--- src/rtl/apb_pipeline_pkg.sv ---
// Shared types and helpers for the APB write-posting pipeline.
package apb_pipeline_pkg;

  // South-port transfer state
  typedef enum logic [1:0] {
    IDLE   = 2'd0,
    SETUP  = 2'd1,
    ACCESS = 2'd2,
    RESP   = 2'd3
  } apb_state_e;

  // Width of the per-entry delay down-counter able to hold DELAY
  function automatic int delay_cnt_w(input int delay);
    if (delay < 2) begin
      return 1;
    end else begin
      return $clog2(delay + 1);
    end
  endfunction

endpackage

--- src/rtl/apb_posted_fifo.sv ---
// Posted-write FIFO: entry storage, wrapping pointers, occupancy count and
// a per-entry saturating delay counter.  head_ready goes high once the
// oldest entry has aged enough for the south FSM to start its SETUP.
module apb_posted_fifo
  import apb_pipeline_pkg::*;
#(
  parameter int ADDR_W = 32,
  parameter int DATA_W = 32,
  parameter int DEPTH  = 4,
  parameter int DELAY  = 16
) (
  input  logic                     clk,
  input  logic                     reset_n,
  input  logic                     push,
  input  logic [ADDR_W-1:0]        push_addr,
  input  logic [DATA_W-1:0]        push_data,
  input  logic                     pop,
  output logic [ADDR_W-1:0]        head_addr,
  output logic [DATA_W-1:0]        head_data,
  output logic                     head_ready,
  output logic [$clog2(DEPTH):0]   count
);

  localparam int PW    = $clog2(DEPTH);
  localparam int CW    = PW + 1;
  localparam int DLY_W = delay_cnt_w(DELAY);
  // The FSM decides one cycle before SETUP is visible, and the counter is
  // first seen one cycle after the push, hence DELAY-2.
  localparam logic [DLY_W-1:0] DLY_LOAD = DLY_W'(DELAY - 2);
  localparam logic [CW-1:0]    DEPTH_C  = CW'(DEPTH);

  logic [ADDR_W-1:0] addr_mem_r [DEPTH];
  logic [DATA_W-1:0] data_mem_r [DEPTH];
  logic [DLY_W-1:0]  dly_r      [DEPTH];
  logic [PW-1:0]     wr_ptr_r;
  logic [PW-1:0]     rd_ptr_r;
  logic [CW-1:0]     count_r;
  logic              push_ok_s;
  logic              pop_ok_s;

  assign push_ok_s = push & (count_r != DEPTH_C);
  assign pop_ok_s  = pop & (count_r != {CW{1'b0}});

  // Entry storage and per-entry delay countdown (saturates at zero)
  always_ff @(posedge clk or negedge reset_n) begin
    if (!reset_n) begin
      for (int i = 0; i < DEPTH; i++) begin
        addr_mem_r[i] <= {ADDR_W{1'b0}};
        data_mem_r[i] <= {DATA_W{1'b0}};
        dly_r[i]      <= {DLY_W{1'b0}};
      end
    end else begin
      for (int i = 0; i < DEPTH; i++) begin
        if (push_ok_s && (wr_ptr_r == PW'(i))) begin
          addr_mem_r[i] <= push_addr;
          data_mem_r[i] <= push_data;
          dly_r[i]      <= DLY_LOAD;
        end else if (dly_r[i] != {DLY_W{1'b0}}) begin
          dly_r[i] <= dly_r[i] - DLY_W'(1);
        end
      end
    end
  end

  // Read/write pointers (wrap modulo DEPTH) and occupancy count
  always_ff @(posedge clk or negedge reset_n) begin
    if (!reset_n) begin
      wr_ptr_r <= {PW{1'b0}};
      rd_ptr_r <= {PW{1'b0}};
      count_r  <= {CW{1'b0}};
    end else begin
      if (push_ok_s) begin
        wr_ptr_r <= wr_ptr_r + PW'(1);
      end
      if (pop_ok_s) begin
        rd_ptr_r <= rd_ptr_r + PW'(1);
      end
      case ({push_ok_s, pop_ok_s})
        2'b10:   count_r <= count_r + CW'(1);
        2'b01:   count_r <= count_r - CW'(1);
        default: count_r <= count_r;
      endcase
    end
  end

  assign head_addr  = addr_mem_r[rd_ptr_r];
  assign head_data  = data_mem_r[rd_ptr_r];
  assign head_ready = (count_r != {CW{1'b0}}) && (dly_r[rd_ptr_r] == {DLY_W{1'b0}});
  assign count      = count_r;

endmodule

--- src/rtl/apb_posted_pipeline.sv ---
// APB write-posting pipeline.  North writes are posted into a FIFO and
// replayed on the south port no earlier than DELAY cycles after acceptance;
// north reads wait for the FIFO to drain and then run non-posted.
// Optional build macro APB_PIPE_WERR_EN adds a sticky south write-error
// capture (werr_clr / werr_sticky / werr_addr).
module apb_posted_pipeline
  import apb_pipeline_pkg::*;
#(
  parameter int ADDR_W = 32,
  parameter int DATA_W = 32,
  parameter int DEPTH  = 4,
  parameter int DELAY  = 16
) (
  input  logic                   clk,
  input  logic                   reset_n,
  input  logic                   n_psel,
  input  logic                   n_penable,
  input  logic                   n_pwrite,
  input  logic [ADDR_W-1:0]      n_paddr,
  input  logic [DATA_W-1:0]      n_pwdata,
  output logic                   n_pready,
  output logic [DATA_W-1:0]      n_prdata,
  output logic                   n_pslverr,
  output logic                   s_psel,
  output logic                   s_penable,
  output logic                   s_pwrite,
  output logic [ADDR_W-1:0]      s_paddr,
  output logic [DATA_W-1:0]      s_pwdata,
  input  logic                   s_pready,
  input  logic [DATA_W-1:0]      s_prdata,
  input  logic                   s_pslverr,
`ifdef APB_PIPE_WERR_EN
  input  logic                   werr_clr,
  output logic                   werr_sticky,
  output logic [ADDR_W-1:0]      werr_addr,
`endif
  output logic [$clog2(DEPTH):0] count
);

  localparam int CW = $clog2(DEPTH) + 1;
  localparam logic [CW-1:0] DEPTH_C = CW'(DEPTH);

  apb_state_e        state_r;
  apb_state_e        state_nxt_s;
  logic [CW-1:0]     count_s;
  logic              head_ready_s;
  logic [ADDR_W-1:0] head_addr_s;
  logic [DATA_W-1:0] head_data_s;
  logic              wr_access_s;
  logic              rd_access_s;
  logic              not_full_s;
  logic              push_s;
  logic              start_wr_s;
  logic              start_rd_s;
  logic              done_s;
  logic              pop_s;

  logic              s_psel_r;
  logic              s_penable_r;
  logic              s_pwrite_r;
  logic [ADDR_W-1:0] s_paddr_r;
  logic [DATA_W-1:0] s_pwdata_r;
  logic              psel_nxt_s;
  logic              penable_nxt_s;
  logic              pwrite_nxt_s;
  logic [ADDR_W-1:0] paddr_nxt_s;
  logic [DATA_W-1:0] pwdata_nxt_s;

  logic [DATA_W-1:0] rdata_r;
  logic              rerr_r;

  // North access decode; psel without penable is ignored
  assign wr_access_s = n_psel & n_penable & n_pwrite;
  assign rd_access_s = n_psel & n_penable & ~n_pwrite;
  assign not_full_s  = (count_s != DEPTH_C);
  assign push_s      = wr_access_s & not_full_s;

  // Posted writes win over a waiting read; a read only starts once drained
  assign start_wr_s = (state_r == IDLE) & head_ready_s;
  assign start_rd_s = (state_r == IDLE) & ~head_ready_s & rd_access_s &
                      (count_s == {CW{1'b0}});
  assign done_s     = (state_r == ACCESS) & s_pready;
  assign pop_s      = done_s & s_pwrite_r;

  apb_posted_fifo #(
    .ADDR_W (ADDR_W),
    .DATA_W (DATA_W),
    .DEPTH  (DEPTH),
    .DELAY  (DELAY)
  ) u_fifo (
    .clk        (clk),
    .reset_n    (reset_n),
    .push       (push_s),
    .push_addr  (n_paddr),
    .push_data  (n_pwdata),
    .pop        (pop_s),
    .head_addr  (head_addr_s),
    .head_data  (head_data_s),
    .head_ready (head_ready_s),
    .count      (count_s)
  );

  // South FSM state register
  always_ff @(posedge clk or negedge reset_n) begin
    if (!reset_n) begin
      state_r <= IDLE;
    end else begin
      state_r <= state_nxt_s;
    end
  end

  // South FSM next-state logic
  always_comb begin
    state_nxt_s = state_r;
    case (state_r)
      IDLE: begin
        if (start_wr_s || start_rd_s) begin
          state_nxt_s = SETUP;
        end else begin
          state_nxt_s = IDLE;
        end
      end
      SETUP: state_nxt_s = ACCESS;
      ACCESS: begin
        if (s_pready) begin
          state_nxt_s = s_pwrite_r ? IDLE : RESP;
        end else begin
          state_nxt_s = ACCESS;
        end
      end
      RESP:    state_nxt_s = IDLE;
      default: state_nxt_s = IDLE;
    endcase
  end

  // South bus values for the next cycle, derived from the next state
  always_comb begin
    psel_nxt_s    = 1'b0;
    penable_nxt_s = 1'b0;
    pwrite_nxt_s  = 1'b0;
    paddr_nxt_s   = {ADDR_W{1'b0}};
    pwdata_nxt_s  = {DATA_W{1'b0}};
    case (state_nxt_s)
      SETUP: begin
        psel_nxt_s = 1'b1;
        if (state_r == IDLE) begin
          if (start_wr_s) begin
            pwrite_nxt_s = 1'b1;
            paddr_nxt_s  = head_addr_s;
            pwdata_nxt_s = head_data_s;
          end else begin
            pwrite_nxt_s = 1'b0;
            paddr_nxt_s  = n_paddr;
            pwdata_nxt_s = {DATA_W{1'b0}};
          end
        end else begin
          pwrite_nxt_s = s_pwrite_r;
          paddr_nxt_s  = s_paddr_r;
          pwdata_nxt_s = s_pwdata_r;
        end
      end
      ACCESS: begin
        psel_nxt_s    = 1'b1;
        penable_nxt_s = 1'b1;
        pwrite_nxt_s  = s_pwrite_r;
        paddr_nxt_s   = s_paddr_r;
        pwdata_nxt_s  = s_pwdata_r;
      end
      default: begin
        psel_nxt_s    = 1'b0;
        penable_nxt_s = 1'b0;
      end
    endcase
  end

  // Registered south bus outputs
  always_ff @(posedge clk or negedge reset_n) begin
    if (!reset_n) begin
      s_psel_r    <= 1'b0;
      s_penable_r <= 1'b0;
      s_pwrite_r  <= 1'b0;
      s_paddr_r   <= {ADDR_W{1'b0}};
      s_pwdata_r  <= {DATA_W{1'b0}};
    end else begin
      s_psel_r    <= psel_nxt_s;
      s_penable_r <= penable_nxt_s;
      s_pwrite_r  <= pwrite_nxt_s;
      s_paddr_r   <= paddr_nxt_s;
      s_pwdata_r  <= pwdata_nxt_s;
    end
  end

  // Capture south read response for the RESP cycle
  always_ff @(posedge clk or negedge reset_n) begin
    if (!reset_n) begin
      rdata_r <= {DATA_W{1'b0}};
      rerr_r  <= 1'b0;
    end else if (done_s && !s_pwrite_r) begin
      rdata_r <= s_prdata;
      rerr_r  <= s_pslverr;
    end
  end

`ifdef APB_PIPE_WERR_EN
  logic              werr_sticky_r;
  logic [ADDR_W-1:0] werr_addr_r;
  logic              werr_set_s;

  assign werr_set_s = pop_s & s_pslverr;

  // Sticky south write-error capture; a failure in the clear cycle wins
  always_ff @(posedge clk or negedge reset_n) begin
    if (!reset_n) begin
      werr_sticky_r <= 1'b0;
      werr_addr_r   <= {ADDR_W{1'b0}};
    end else if (werr_set_s) begin
      werr_sticky_r <= 1'b1;
      if (!werr_sticky_r || werr_clr) begin
        werr_addr_r <= s_paddr_r;
      end
    end else if (werr_clr) begin
      werr_sticky_r <= 1'b0;
      werr_addr_r   <= {ADDR_W{1'b0}};
    end
  end

  assign werr_sticky = werr_sticky_r;
  assign werr_addr   = werr_addr_r;
`endif

  // North side: write ready from registered occupancy, read ready in RESP
  assign n_pready  = reset_n & ((wr_access_s & not_full_s) | (state_r == RESP));
  assign n_prdata  = (state_r == RESP) ? rdata_r : {DATA_W{1'b0}};
  assign n_pslverr = (state_r == RESP) & rerr_r;

  assign s_psel    = s_psel_r;
  assign s_penable = s_penable_r;
  assign s_pwrite  = s_pwrite_r;
  assign s_paddr   = s_paddr_r;
  assign s_pwdata  = s_pwdata_r;
  assign count     = count_s;

endmodule

--- config.mk ---
export PLATFORM = sky130hd
export DESIGN_NAME = apb_posted_pipeline
export DESIGN_NICKNAME = d
export VERILOG_FILES = /design/src/rtl/apb_pipeline_pkg.sv /design/src/rtl/apb_posted_fifo.sv /design/src/rtl/apb_posted_pipeline.sv
export SDC_FILE = /design/constraint.sdc
export NUM_CORES = 1
export LEC_CHECK = 0
export ABC_AREA = 1
export BUFFER_PORTS_ARGS = -buffer_cell sky130_fd_sc_hd__buf_4
export CORE_MARGIN = 4
export CORE_UTILIZATION = 30
export CTS_CLUSTER_DIAMETER = 100
export CTS_CLUSTER_SIZE = 16
export DETAILED_ROUTE_END_ITERATION = 10
export PLACE_DENSITY_LB_ADDON = 0.25
export SYNTH_ARGS = -nofsm -noshare
export SYNTH_HDL_FRONTEND = slang
export SYNTH_HIERARCHICAL = 1
export SYNTH_SLANG_ARGS = --single-unit
--- constraint.sdc ---
create_clock -name clk -period 6.9 [get_ports clk]
set_clock_uncertainty 0.2 [all_clocks]
set_input_delay 0.345 -clock clk [delete_from_list [all_inputs] [get_ports clk]]
set_output_delay 0.345 -clock clk [all_outputs]
set_load 0.01 [all_outputs]
Word level (Yosys, flattened, before mapping) --
Index checks and enable logic that the tools add are counted.
Storage, ports and cells: bits of input ports 103, bits in writable memories 0, bits in latches 0, memories kept 0, ROM bits 0, bits in registers 385, logic and storage cells 121
Operators by class: order comparisons 1, eq/ne operators 12, multipliers 0, reduce and logical (&&, ||, !) cells 24, add/sub/neg operators 8, bitwise gates (word level) 19, shift-type cells 0, divide/modulo/power cells 0, multiplexer cells 34
Operator list (count):
- $mux W32 | 9
- $bmux W32 S2 | 2
- $pmux W32 S2 | 2
- $mux W5 | 10
- $reduce_bool A5 Y1 | 4
- $sub A5 B1 Y5 const B | 4
- $and A1 B1 Y1 | 14
- $eq A2 B2 Y1 const B | 6
- $bmux W5 S2 | 1
- $reduce_bool A2 Y1 | 5
- $eq A2 B1 Y1 const B | 4
- $pmux W2 S4 | 1
- $logic_and A1 B1 Y1 | 6
- $pmux W3 S2 | 1
- $logic_not A5 Y1 | 1
- $mux W1 | 5
- $add A2 B1 Y2 const B | 2
- $logic_not A2 Y1 | 2
- $mux W2 | 2
- $add A3 B1 Y3 const B | 1
- $ge A3 B3 Y1 const B | 1
- $logic_not A3 Y1 | 1
- $ne A3 B3 Y1 const B | 1
- $not A1 Y1 | 3
- 10 further kinds | 10

Depth between registers and ports, before layout --
Gate-level depths: netlist of run 1.
word-level depth 16, mapped depth 20, gate-level depth less buffers 15

Hierarchy --
Netlist of run 1, hierarchy kept.
Modules (own cells, without submodules):
- apb_posted_fifo | seq. area each 7081.8 um^2, instances 1, cells each 1613, area an instance 12853.6 um^2
- apb_posted_pipeline | seq. area each 2552.4 um^2, instances 1, cells each 639, area an instance 4926.0 um^2

Least setup slack after synthesis of run 1 --
Ideal clock, no wire load.
path kind reg-to-reg, start register u_fifo.rd_ptr_r[0], end register s_pwdata_r[0], in the netlist s_pwdata[0], stages on the path, launching flop included 19, setup time 0.066 ns, buffers on the path 5, data required time 6.634 ns, clock period less this slack 2.584 ns, path slack 4.316 ns, arrival 2.318 ns, path through dfrtp_1 > buf_2 > buf_4 > buf_2 > nand2_1 > nor2_1 > nor2_1 > nor2_1 > buf_2 > nand2_1 > nand2_1 > nor2_1 > ha_1 > inv_1 > nand2_1 > inv_1 > clkbuf_1 > nand3_1 > nand2_1
Between the ends: cells in the longest elaborated chain, start to end 16
RTL lines:
- from (decl) | RTL line apb_posted_fifo.sv:36 | logic [PW-1:0] rd_ptr_r;
- from (signal assigned) | RTL line apb_posted_fifo.sv:69 | rd_ptr_r <= {PW{1'b0}};
- from (signal assigned) | RTL line apb_posted_fifo.sv:76 | rd_ptr_r <= rd_ptr_r + PW'(1);
- $not A2 Y3 (implied by the code) (*) | RTL line apb_posted_fifo.sv:88 | assign head_ready = (count_r != {CW{1'b0}}) && (dly_r[rd_ptr_r] == {DLY_W{1'b0}});
- $bmux W5 S2 (*) | RTL line apb_posted_fifo.sv:88
- $mux W5 (implied by the code) (*) (2 in series) | RTL line apb_posted_fifo.sv:88
- $logic_not A5 Y1 (*) | RTL line apb_posted_fifo.sv:88
- $logic_and A1 B1 Y1 (*) | RTL line apb_posted_fifo.sv:88
- named net head_ready_s | RTL line apb_posted_pipeline.sv:46 | logic head_ready_s;
- $not A1 Y1 | RTL line apb_posted_pipeline.sv:80 | assign start_rd_s = (state_r == IDLE) & ~head_ready_s & rd_access_s &
- $and A1 B1 Y1 (3 in series) | RTL line apb_posted_pipeline.sv:80
- $logic_or A1 B1 Y1 | RTL line apb_posted_pipeline.sv:117 | if (start_wr_s || start_rd_s) begin
- $mux W1 | RTL line apb_posted_pipeline.sv:117
- $pmux W2 S4 | RTL line apb_posted_pipeline.sv:115 | case (state_r)
- $eq A2 B1 Y1 / $eq A2 B2 Y1 (equally long branches) | RTL line apb_posted_pipeline.sv:143 | case (state_nxt_s)
- $ne A2 B2 Y1 (no source line) / $not A1 Y1 (equally long branches)
- $reduce_and A2 Y1 (no source line)
- to (signal assigned) | RTL line apb_posted_pipeline.sv:183 | s_pwdata_r <= {DATA_W{1'b0}};
- to (signal assigned) | RTL line apb_posted_pipeline.sv:189 | s_pwdata_r <= pwdata_nxt_s;
- to (decl) | RTL line apb_posted_pipeline.sv:62 | logic [DATA_W-1:0] s_pwdata_r;
Mark *: on every way through the listed nets, which the timed path passes. The rest lies on a longest branch. The select of a mux whose other input is x is not followed. A chain may end at the register's enable or synchronous reset.

Worst setup path after layout of run 1 --
start register u_fifo.rd_ptr_r[0], end register s_paddr_r[31], in the netlist s_paddr[31]
Between the ends: cells in the longest elaborated chain, start to end 16
RTL lines:
- $not A2 Y3 (implied by the code) (*) | RTL line apb_posted_fifo.sv:88
- $bmux W5 S2 (*) | RTL line apb_posted_fifo.sv:88
- $mux W5 (implied by the code) (*) (2 in series) | RTL line apb_posted_fifo.sv:88
- $logic_not A5 Y1 (*) | RTL line apb_posted_fifo.sv:88
- $logic_and A1 B1 Y1 (*) | RTL line apb_posted_fifo.sv:88
- named net head_ready_s | RTL line apb_posted_pipeline.sv:46
- $not A1 Y1 | RTL line apb_posted_pipeline.sv:80
- $and A1 B1 Y1 (3 in series) | RTL line apb_posted_pipeline.sv:80
- $logic_or A1 B1 Y1 (*) | RTL line apb_posted_pipeline.sv:117
- $mux W1 (*) | RTL line apb_posted_pipeline.sv:117
- $pmux W2 S4 (*) | RTL line apb_posted_pipeline.sv:115
- named net state_nxt_s[0] | RTL line apb_posted_pipeline.sv:44 | apb_state_e state_nxt_s;
- $eq A2 B1 Y1 / $eq A2 B2 Y1 (equally long branches) | RTL line apb_posted_pipeline.sv:143
- $ne A2 B2 Y1 (no source line) / $not A1 Y1 (equally long branches)
- $reduce_and A2 Y1 (no source line)
- to (signal assigned) | RTL line apb_posted_pipeline.sv:182 | s_paddr_r <= {ADDR_W{1'b0}};
- to (signal assigned) | RTL line apb_posted_pipeline.sv:188 | s_paddr_r <= paddr_nxt_s;
- to (decl) | RTL line apb_posted_pipeline.sv:61 | logic [ADDR_W-1:0] s_paddr_r;
Marks and branches as above.

==> flow_metrics.py, run 1 <==
metrics = {
    "placed_design": {
        "place_congestion": 0.754,
        "dp_hpwl_um": 32300,
        "portBuffers": 206,
    },
    "timing": {
        "worst_pin_slew_ns": 1.24,
        "layout_worst_path_cycle_share": 0.667,
        "relSlewSlack": 0.173,
        "tns_ns": 0,
        "post-route-min-period_ns": 4.60,
        "finalMaxSlewViolations": 0,
        "hold_viol_final": 0,
        "fmax_ghz": 0.217,
        "rsz0062_at_grt": "false",
        "whs_ns": 0.0852,
        "setup_viol": 0,
    },
    "synth": {
        "syn-num-nets": 2367,
        "synth_top_family_by_area": "simple AND/OR/NAND/NOR gates",
        "synthCells": 2252,
        "postSynthAreaPerCell_um2": 7.90,
        "synth_warnings": 6,
        "synth_compound_area_frac": 0.0662,
        "yosys.area_share.adder": 0.00887,
        "synth_area_um2": 17800,
        "synth-simple-area-share": 0.315,
        "synthMuxAreaShare": 0,
        "synth_xor_area_frac": 0.00246,
        "ys_types": 30,
        "synth-seq-cells": 385,
        "yosysSeqAreaShare": 0.542,
    },
    "drt": {
        "drc": 0,
        "firstDrtPassIters": 5,
        "drt_iter0_drc": 1073,
        "via_count": 15400,
        "ant_nets": 0,
        "avgViaCountPerCell": 4.76,
        "finalWirelength_um": 56200,
        "wl_per_cell_um": 17.3,
    },
    "global_route": {
        "grtUsageTotal": 0.174,
        "grt_max_degree": 174,
        "grt_util_met2": 0.283,
        "grt_pass1_vias": 15800,
        "use_met3": 0.0211,
        "antenna_found_initial": 3,
        "grt.overflow.total": 0,
        "grt_pass1_wl_um": 89900,
        "grt.busiest_layer": "met2",
        "grtUsageMet1": 0.251,
    },
    "flow_run": {
        "drv_cap": 0,
    },
    "critical_path": {
        "ff2ff_path_depth": 15,
        "worstSetupPathType": "register to register",
        "crit_chain": "buf_4, nand2_1, nor2_1, nor2_1, nor2_4, nand2_1, nand2_1, inv_1, nand2_1, ha_1, inv_1, o21ai_4, buf_4, nand2_1, nand2_1",
        "start_kind": "register",
        "critPathSlowestCell": "buf_4",
        "timing.rr.end": "s_paddr[31]",
        "cp_top_family": "buffers and inverters",
        "path_common_cell": "nand2_1",
        "critPathBufInv": 4,
        "rrSetupSlack_ns": 2.30,
        "setup.worst_path.end_class": "register",
        "path_max_fanout": 93,
        "critPathRequiredTime_ns": 7.20,
        "crit_arrival_ns": 4.91,
        "r2r_start": "u_fifo/rd_ptr_r[0]",
        "slowest_delay_ns": 0.90,
    },
    "die": {
        "dieArea_um2": 63200,
        "chipWidth_um": 251,
        "core_um2": 58100,
        "io_pins": 207,
        "die_h_um": 251,
        "initial_core_util": 0.306,
        "rows": 88,
    },
    "finish": {
        "fin_nets": 2587,
        "multi_input_comb_area_um2": 6990,
        "n_fill_cell": 6027,
        "layout_common_cells": "nand2_1 (1006), dfrtp_1 (383), buf_4 (224)",
        "syn_to_final_growth_pct": 20.8,
        "final_common_cell": "nand2_1",
        "drive_above_1_share": 0.126,
        "regArea_um2": 9640,
    },
    "cts": {
        "clkTransAtPathRegs_ns": 0.08,
        "postCtsSetupBuffers": 0,
        "clockRootBuffer": "clkbuf_16",
        "numCtsBuffers": 28,
        "clkLatencyLatePin_ns": 0.58,
        "cts_resized": 0,
        "cts-htree-levels": 1,
        "cts_tree": "yes",
        "hold_buffers": 99,
        "clockBufferDepth": 3,
        "clock-sinks": 385,
    },
    "power_and_ir_drop": {
        "leakagePower_nw": 11.7,
        "max-vdd-ir-drop_v": 0.000194,
        "cellPowerDensity_nw_per_um2": 323,
    },
    "status": {
        "outcome": "completed",
    },
    "worst_hold_path": {
        "min_path_type": "input port to asynchronous set/reset pin",
    },
}
[worst register-to-register path, cell delays in order, from the launching register on]
cell and delay [ns]:
dfrtp_4 0.73, buf_4 0.91, nand2_1 0.13, nor2_1 0.15, nor2_1 0.09, nor2_4 0.11
nand2_1 0.10, nand2_1 0.14, inv_1 0.06, nand2_1 0.08, ha_1 0.17, inv_1 0.07
o21ai_4 0.89, buf_4 0.53, nand2_1 0.12, nand2_1 0.08
[stage by stage]
| step | worst slack (ns) | cells | cell area, um^2 | util | power [W] |
|---|---|---|---|---|---|
| after floorplan | 4.32 | 2252 | 17800 | - | 0.00457 |
| after detailed placement | 2.25 | 3108 | 19700 | 0.339 | 0.00540 |
| after CTS | 2.21 | 3241 | 21500 | 0.369 | 0.00703 |
| after global placement | 2.37 | 3108 | 19700 | 0.339 | 0.00536 |
| final | 2.30 | 3244 | 21500 | 0.369 | 0.00694 |
| after global routing | 1.83 | 3243 | 21500 | 0.369 | 0.00747 |
[synthesized netlist by cell type, drive strengths merged]
cell type / number / share of area
xor2: 2 / 0.00099
o211ai: 10 / 0.0042
inv: 111 / 0.023
clkbuf: 44 / 0.0094
o22ai: 64 / 0.023
dfrtp: 385 / 0.54
nand3: 154 / 0.047
ha: 11 / 0.0077
fa: 1 / 0.0011
nand2: 1007 / 0.21
or2: 32 / 0.011
a21oi: 5 / 0.0014
xnor2: 3 / 0.0015
o21ai: 133 / 0.038
buf: 91 / 0.033
nor3: 3 / 0.00084
nand3b: 1 / 0.00042
a21boi: 1 / 0.00042
nor2: 194 / 0.043
[registers in the layout, indices dropped and copies added (netlist names)]
| register | cells |
|---|---|
| u_fifo/rd_ptr_r | 2 |
| u_fifo/data_mem_r | 128 |
| s_pwdata | 32 |
| u_fifo/dly_r | 20 |
| s_pwrite | 1 |
| state_r | 2 |
| u_fifo/addr_mem_r | 128 |
| s_psel | 1 |
| rdata_r | 32 |
| rerr_r | 1 |
| u_fifo/wr_ptr_r | 2 |
| u_fifo/count | 3 |
| s_paddr | 32 |
| s_penable | 1 |
[cells by family (layout without fill, tap and decap cells)]
logic type | count (synthesis) | in the layout
compound gates | 213 | 213
other cells | 0 | 3
simple gates | 1391 | 1391
flops | 385 | 385
xor+xnor | 5 | 5
buf+inv | 246 | 470
fa+ha+maj | 12 | 12
[worst max-delay path by stage]
stage               cells after the start  slack, ns           to                from
floorplan                              18       4.32  s_pwdata[0]  u_fifo/rd_ptr_r[0]
global placement                       15       2.37  s_paddr[15]  u_fifo/rd_ptr_r[0]
global route                           15       1.83  s_paddr[17]  u_fifo/rd_ptr_r[0]
detailed placement                     15       2.25  s_paddr[31]  u_fifo/rd_ptr_r[0]
finish                                 15       2.30  s_paddr[31]  u_fifo/rd_ptr_r[0]
CTS                                    15       2.21  s_paddr[31]  u_fifo/rd_ptr_r[0]
[final cells by class]
type | instances | area share
Inverter | 111 | 0.0195
Tap cell | 765 | 0.0446
Clock buffer | 32 | 0.0343
Sequential cell | 385 | 0.449
Antenna cell | 3 | 0.000350
Clock inverter | 2 | 0.000816
Timing Repair Buffer | 325 | 0.126
Multi-Input combinational cell | 1621 | 0.326
[metal layers]
metal	vias to the layer above	routed length, um
li1	7453	-
met1	7540	26700
met2	373	25600
met3	69	2660
met4	2	1190
met5	-	7
[power breakdown]
| part | internal (W) | switching (W) |
|---|---|---|
| Sequential | 0.00262 | 0.000275 |
| Combinational | 0.000853 | 0.00163 |
| Clock | 0.000750 | 0.000805 |
Note: power is estimated with default switching activity, not from simulation.
==> inputs of run 2 (changes only) <==
==> constraint.sdc (replaced) <==
create_clock -name clk -period 4.5 [get_ports clk]
set_clock_uncertainty 0.2 [all_clocks]
set_input_delay 0.225 -clock clk [delete_from_list [all_inputs] [get_ports clk]]
set_output_delay 0.225 -clock clk [all_outputs]
set_load 0.01 [all_outputs]
==> flow_metrics.py, run 2 (same netlist as run 1, synthesis figures left out) <==
metrics = {
    "status": {
        "outcome": "completed",
    },
    "drt": {
        "ant_nets": 0,
        "firstDrtPassIters": 5,
        "avgViaCountPerCell": 4.78,
        "wl_per_cell_um": 17.4,
        "drc": 0,
        "finalWirelength_um": 56300,
        "via_count": 15500,
        "drt_iter0_drc": 1168,
    },
    "cts": {
        "cts_resized": 0,
        "hold_buffers": 101,
        "cts_tree": "yes",
        "numCtsBuffers": 28,
        "postCtsSetupBuffers": 0,
        "clkLatencyLatePin_ns": 0.58,
        "clock-sinks": 385,
        "clockBufferDepth": 3,
        "clkTransAtPathRegs_ns": 0.08,
        "cts-htree-levels": 1,
        "clockRootBuffer": "clkbuf_16",
    },
    "timing": {
        "layout_worst_path_cycle_share": 0.775,
        "worst_pin_slew_ns": 0.959,
        "finalMaxSlewViolations": 0,
        "fmax_ghz": 0.287,
        "hold_viol_final": 0,
        "fin_ws_ns": 1.01,
        "post-route-min-period_ns": 3.49,
        "rsz0062_at_grt": "false",
        "tns_ns": 0,
        "relSlewSlack": 0.361,
        "setup_viol": 0,
    },
    "critical_path": {
        "critPathSlowestCell": "nor2_4",
        "path_common_cell": "nand2_1",
        "critPathRequiredTime_ns": 4.82,
        "slowest_delay_ns": 0.71,
        "timing.rr.end": "s_paddr[6]",
        "r2r_start": "u_fifo/rd_ptr_r[0]",
        "worstSetupPathType": "register to register",
        "setup.worst_path.end_class": "register",
        "path_max_fanout": 54,
        "start_kind": "register",
        "ff2ff_path_depth": 15,
        "crit_chain": "inv_4, nor2_1, nand3_1, nand3_1, nand2_1, nor2_4, nand2_1, nand2_1, nor2_1, ha_1, inv_1, nand2_1, nor2_4, nand3_1, nand2_1",
        "rrSetupSlack_ns": 1.01,
        "crit_arrival_ns": 3.81,
    },
    "worst_hold_path": {
        "min_to": "state_r[0]",
        "min_path_type": "input port to register",
        "min_from": "n_penable",
        "holdPathStages": 7,
    },
    "die": {
        "io_pins": 207,
        "initial_core_util": 0.306,
        "chipWidth_um": 251,
        "dieArea_um2": 63200,
        "die_h_um": 251,
        "core_um2": 58100,
        "rows": 88,
    },
    "global_route": {
        "grt_pass1_vias": 15600,
        "grt_pass1_wl_um": 89000,
        "grt_max_degree": 165,
        "grtUsageTotal": 0.174,
        "antenna_found_initial": 3,
        "grt.overflow.total": 0,
    },
    "finish": {
        "fin_nets": 2591,
        "layout_common_cells": "nand2_1 (1006), dfrtp_1 (383), buf_4 (220)",
        "reg_top3": "u_fifo/addr_mem_r: 128 flops, u_fifo/data_mem_r: 128 flops",
        "final_common_cell": "nand2_1",
        "multi_input_comb_area_um2": 6990,
        "syn_to_final_growth_pct": 21.5,
        "n_fill_cell": 5975,
        "regArea_um2": 9640,
        "finalNonFillerCells": 3246,
        "post-route-util": 0.372,
        "drive_above_1_share": 0.127,
    },
    "placed_design": {
        "place_worst_setup_slack_ns": 0.964,
        "portBuffers": 206,
        "dp.cells": 3110,
        "place_congestion": 0.765,
        "dp_hpwl_um": 32300,
    },
    "power_and_ir_drop": {
        "swShare": 0.390,
        "internal_power_w": 0.00652,
        "p_seq_frac": 0.414,
        "combinationalPowerShare": 0.361,
        "max-vdd-ir-drop_v": 0.000315,
        "clkPwrFrac": 0.224,
        "cellPowerDensity_nw_per_um2": 495,
        "netSwitchingPower_w": 0.00418,
        "p_total_w": 0.0107,
        "leakagePower_nw": 11.7,
    },
    "flow_run": {
        "drv_cap": 0,
    },
}
run 2: cell count changes in the layout (fill, tap and decap cells not counted), sizes merged:
cell	previous run	this run
diode	3	2
clkbuf	32	31
dlygate4sd3	99	100
buf	226	229
run 2: how the worst max path moves through the flow:
stage	cells past startpoint	slack, ns	to	startpoint
floorplan	18	1.92	s_pwdata[0]	u_fifo/rd_ptr_r[0]
detailed placement	15	0.96	s_paddr[6]	u_fifo/rd_ptr_r[0]
CTS	15	0.95	s_paddr[6]	u_fifo/rd_ptr_r[0]
finish	15	1.01	s_paddr[6]	u_fifo/rd_ptr_r[0]
global route	12	0.65	s_paddr[24]	state_r[1]
global placement	15	1.07	s_paddr[29]	u_fifo/rd_ptr_r[0]
run 2: critical path, delay by kind of cell (launching register included):
| kind | cells | cell delay [ns] |
|---|---|---|
| adder cells (fa/ha/maj) | 1 | 0.21 |
| buffers and inverters | 2 | 0.42 |
| flip-flops | 1 | 0.65 |
| AND/OR/NAND/NOR | 12 | 1.91 |
run 2: power by group through the flow:
| stage | sequential, W | combinational [W] | clock [W] |
|---|---|---|---|
| floorplan | 0.00436 | 0.00266 | 0 |
| global placement | 0.00448 | 0.00376 | 0 |
| detailed placement | 0.00449 | 0.00382 | 0 |
| CTS | 0.00443 | 0.00390 | 0.00250 |
| global route | 0.00450 | 0.00434 | 0.00262 |
| finish | 0.00443 | 0.00387 | 0.00240 |
run 2: per-layer routing:
| metal | up-vias | part of all wire | GRT usage |
|---|---|---|---|
| met2 | 419 | 0.47 | 0.290 |
| met4 | 2 | 0.019 | 0.0393 |
| met1 | 7571 | 0.47 | 0.244 |
| met5 | - | 0.00023 | 0 |
| met3 | 73 | 0.049 | 0.0215 |
| li1 | 7461 | - | - |
run 2: stage by stage:
stage                     hold WS [ns]  cell area, um^2
after detailed placement       -0.0234            19800
after global routing            0.0772            21600
after floorplan                 -0.271            17800
after CTS                       0.0117            21600
final                           0.0408            21600
after global placement         -0.0213            19800
run 2: layout make-up:
class | instances | area share
clock inverters | 2 | 0.000811
diodes | 2 | 0.000232
flip-flops and latches | 385 | 0.446
multi-input cells | 1621 | 0.324
well taps | 765 | 0.0443
clock buffers | 31 | 0.0344
repair buffers | 329 | 0.131
inverters | 111 | 0.0194
